==> src/rtl/multicycle_seq.sv <==
// multicycle_seq: multi-cycle instruction sequencer (fetch/decode/exec/mem/wb)
// driving memory handshake, datapath load strobes and a retired-instruction counter.
module multicycle_seq #(
    parameter int CNT_W = 16
) (
    input  logic             clk,
    input  logic             rst,
    input  logic [4:0]       opcode,
    input  logic             mem_ready,
    output logic             mem_req,
    output logic             mem_we,
    output logic             pc_we,
    output logic             ir_we,
    output logic             alu_en,
    output logic             reg_we,
    output logic [2:0]       state,
    output logic             halted,
    output logic             illegal,
    output logic [CNT_W-1:0] retired
);

    typedef enum logic [2:0] {
        FETCH  = 3'd0,
        DECODE = 3'd1,
        EXEC   = 3'd2,
        MEM    = 3'd3,
        WB     = 3'd4,
        HALT   = 3'd5
    } state_t;

    state_t           r_state;
    logic             r_st;
    logic             r_mem;
    logic             r_illegal;
    logic [CNT_W-1:0] r_retired;

    logic w_halt, w_nop, w_alu, w_st, w_ld;

    assign w_halt = opcode == 5'b00000;
    assign w_nop  = opcode == 5'b00001;
    assign w_alu  = opcode[4:3] == 2'b01 || opcode == 5'b11001;
    assign w_st   = opcode == 5'b10000;
    assign w_ld   = opcode == 5'b10001;

    // Instruction class is latched in DECODE so later states never look at opcode.
    always_ff @(posedge clk) begin
        if (rst) begin
            r_state   <= FETCH;
            r_st      <= 1'b0;
            r_mem     <= 1'b0;
            r_illegal <= 1'b0;
            r_retired <= '0;
        end else begin
            case (r_state)
                FETCH:  r_state <= mem_ready ? DECODE : FETCH;
                DECODE: begin
                    r_st  <= w_st;
                    r_mem <= w_st || w_ld;
                    if (w_halt) r_state <= HALT;
                    else if (w_nop) begin
                        r_state   <= FETCH;
                        r_retired <= r_retired + CNT_W'(1);
                    end else if (w_alu || w_st || w_ld) r_state <= EXEC;
                    else begin
                        r_state   <= HALT;
                        r_illegal <= 1'b1;
                    end
                end
                EXEC:   r_state <= r_mem ? MEM : WB;
                MEM:    if (mem_ready) begin
                    r_state <= r_st ? FETCH : WB;
                    if (r_st) r_retired <= r_retired + CNT_W'(1);
                end
                WB:     begin
                    r_state   <= FETCH;
                    r_retired <= r_retired + CNT_W'(1);
                end
                HALT:   r_state <= HALT;
                default: r_state <= FETCH;
            endcase
        end
    end

    // Strobes are gated by rst so an abandoned handshake can never load IR or retire.
    always_comb begin
        mem_req = !rst && (r_state == FETCH || r_state == MEM);
        mem_we  = !rst && r_state == MEM && r_st;
        ir_we   = !rst && r_state == FETCH && mem_ready;
        pc_we   = ir_we;
        alu_en  = !rst && r_state == EXEC;
        reg_we  = !rst && r_state == WB;
    end

    assign state   = r_state;
    assign halted  = r_state == HALT;
    assign illegal = r_illegal;
    assign retired = r_retired;

endmodule
==> config.mk <==
export PLATFORM = sky130hd
export DESIGN_NAME = multicycle_seq
export DESIGN_NICKNAME = d
export VERILOG_FILES = /design/src/rtl/multicycle_seq.sv
export SDC_FILE = /design/constraint.sdc
export NUM_CORES = 1
export LEC_CHECK = 0
export CORE_MARGIN = 2
export CORE_UTILIZATION = 43
export CTS_CLUSTER_DIAMETER = 200
export DETAILED_ROUTE_END_ITERATION = 16
export PLACE_DENSITY = 0.8
export SKIP_LAST_GASP = 1
export SLEW_MARGIN = 20
export SYNTH_ARGS = -nofsm -noshare
export SYNTH_HDL_FRONTEND = slang
export SYNTH_SLANG_ARGS = --single-unit
==> constraint.sdc <==
create_clock -name clk -period 1.59 [get_ports clk]
set_input_delay 0.2385 -clock clk [delete_from_list [all_inputs] [get_ports clk]]
set_output_delay 0.2385 -clock clk [all_outputs]
set_load 0.1 [all_outputs]
==> results.txt <==
Status - finished with violations
Failing checks - negative setup slack
First-pass GRT wire length - 8176 um
Hold path depth - 5
Max clock buf depth - 2
Drt pass-1 iters - 5
Total grt overflow - 0
Full die area - 3551 um2
Total number of vias - 1,910
Max Cap Violations - 0
P&R area growth vs syn - 114.0%
Final net count - 246
Mapped Area - 1329 um2
# H-tree levels - 1
Worst Max-Slew Pin Slew - 0.4288 ns
Commonest cells after routing, fill and taps aside - 37 x buf_4, 33 x buf_12, 11 x dfxtp_4
# DRC - 0
Critical R2R Capture - retired[2]
Warnings from Yosys - 0
Worst reg2reg setup slack - -0.30 ns
Final Hold Viols - 0
Most common cell after layout, fill and taps aside - buf_4
CP Launch Type - flop
Max-Slew Margin vs Limit - 71.17%
Number of I/O pins - 35
Fin crit share - 118.7%
Final Util - 94.71%
Met3 Use GR - 5.895%
Clock-pin slew on the worst setup and hold paths - 0.13 ns
Largest net degree at the start of global routing - 14
CTS sink count - 22
Arrival @ worst endpoint - 2.08 ns
Setup ws final - -0.2969 ns
Placeable Area - 3003 um2
Antenna Cells - 0
Root buffer cell - clkbuf_4
Pre-CTS setup slack - -0.4598 ns
Port Buf Inserts - 34
Final setup violation count - 26
Net Count, Synth - 165
Clock skew - 0.002444 ns
RSZ-0062 raised after global routing - yes
#FFs+latches synth - 22
DRT Wirelength - 7301 um
Share of cells above drive strength 1 - 63.98%
Initial antenna violation count - 0
Worst Hold End - r_mem
FF-to-FF Start - state[1]
Post-synthesis sequential area ratio - 33.15%
Worst min path class - primary input to flop
Starting DRT DRC Count - 236
Met1 usage - 41.07%
Post-Syn Area per Cell - 8.518 um2
Avg Vias per Cell - 7.100
CTS buffer count - 3
LEAKAGE - 1.046 nW
Hpwl dp - 2809 um
WL/cell - 27.14 um
VDD IR max - 0.0007478 V
Pwr dens - 704.6 nW/um2
Post-route design area - 2844 um2
Final number of max-transition violations - 0
CP Class - flop to flop
Vias in the first global route - 1,580
Critical Path Slowest Stage Cell - dfxtp_4
Data required time of the worst path - 1.79 ns
Minimum clock period - 1.887 ns
Critical Path End Type - flop
Crit Path Max Fanout - 6
WP buf/inv - 4
Final ANT Viol Nets - 0
Routability cong. - 0.8081
Met2 usage - 50.08%
Busiest grt layer - met2
F_max - 530.0 MHz
Post-DP Area - 2286 um2
CTS tree - done
Die width - 59.59 um
Worst hold start - opcode[2]
Crit path max-delay family - compound AO/OA/AOI/OAI gates
FF-to-FF path depth - 8
Largest stage delay, worst path - 0.39 ns
Post-Place Cells - 242
Starting Density - 44.25%
Post-synth cell types - 39
Critical-path cell list - buf_6, nand2b_4, o22a_4, buf_16, buf_8, buf_4, o31ai_2, a21oi_1
Row cnt - 20
Die height - 59.59 um
Clk Latency, worst-skew pair - 0.33 ns
Post-Layout Cell Count - 269
Synth Instances - 156
Total Routing Usage GR - 30.93%
Filler cells - 78
==> final cells by class <==
cell class,instances,area [um2],share of cell area (%)
clock buffers,3,22.52,0.7919
clock inverters,1,3.754,0.1320
inverters,2,7.507,0.2640
multi-input cells,124,1164,40.92
flip-flops and latches,22,489.2,17.20
well taps,33,41.29,1.452
repair buffers,84,1116,39.24
==> kinds of logic after synthesis <==
kind of cell               share of synthesized area [%]
buffers and inverters                              5.084
muxes                                              5.650
DFF                                                33.14
AOI/OAI and AO/OA                                  19.59
adders and majority gates                         0.9415
and+or+nand+nor                                    35.59
==> cell usage after synthesis, drive strengths merged <==
cell	count	area share [%]
a211oi	1	0.57
a21boi	1	0.57
a21oi	17	6.4
a22o	1	0.66
a2bb2oi	1	0.66
a311oi	1	0.66
a31oi	2	2.1
and2	1	0.47
and3	4	1.9
and4	1	0.66
buf	6	3.4
clkbuf	4	1.1
dfxtp	22	33
ha	1	0.94
inv	2	0.57
mux2	5	5.6
nand2	8	2.3
nand2b	6	2.8
nand3	6	2.3
nand4	6	2.8
nor2	11	3.3
nor2b	9	4.2
nor3	4	1.5
nor4	6	4.7
nor4b	1	1.1
o21ai	6	2.3
o22a	1	0.66
o31ai	9	5.1
or2	1	0.47
or3	1	0.47
or3b	2	1.5
or4	9	5.1
==> registers in the layout, indices dropped and copies added (netlist names) <==
register,cells
illegal,1
r_mem,1
r_st,1
retired,16
state,3
==> repair_timing <==
action                     4_1_cts  5_1_grt
setup endpoints to repair       23       25
pin swaps                       13       12
gates resized for setup         31       32
gates cloned                     3        0
hold endpoints to repair         0        0
hold buffers                     0        0
setup buffers                   15        5
==> power breakdown <==
group / leakage [nW] / internal, W / switching (W)
Combinational: 0.841 / 0.000487 / 0.000636
Sequential: 0.190 / 0.000562 / 0.0000350
Clock: 0.0154 / 0.0000923 / 0.000192
Total: 1.05 / 0.00114 / 0.000862
==> worst reg2reg max path: stages, from the launching register on <==
cell and delay (ns):
dfxtp_4 0.39, buf_6 0.14, nand2b_4 0.14, o22a_4 0.25
buf_16 0.15, buf_8 0.12, buf_4 0.15, o31ai_2 0.25
a21oi_1 0.17
==> metrics by stage <==
step	total power [W]	TNS, ns	hold WS, ns
after floorplan	0.001043	-6.622	0.4393
after global placement	0.001299	-5.204	0.4732
after detailed placement	0.001318	-6.926	0.4956
after CTS	0.001825	-2.546	0.5138
after global routing	0.002042	-4.579	0.5618
final	0.002004	-4.146	0.5500
==> routing by layer <==
metal	part of all wire (%)	routed length, um
met1	34	2483
met2	48	3474
met3	10	727
met4	8.4	615
met5	0	0
==> worst max-delay path by stage <==
stage	cells past startpoint	to	from
final	8	retired[2]	state[1]
after global routing	8	retired[2]	state[1]
after CTS	5	ir_we	state[1]
after detailed placement	5	retired[13]	opcode[3]
after global placement	5	retired[15]	opcode[3]
after floorplan	3	pc_we	state[1]
Power figures use the tool's default switching activity.
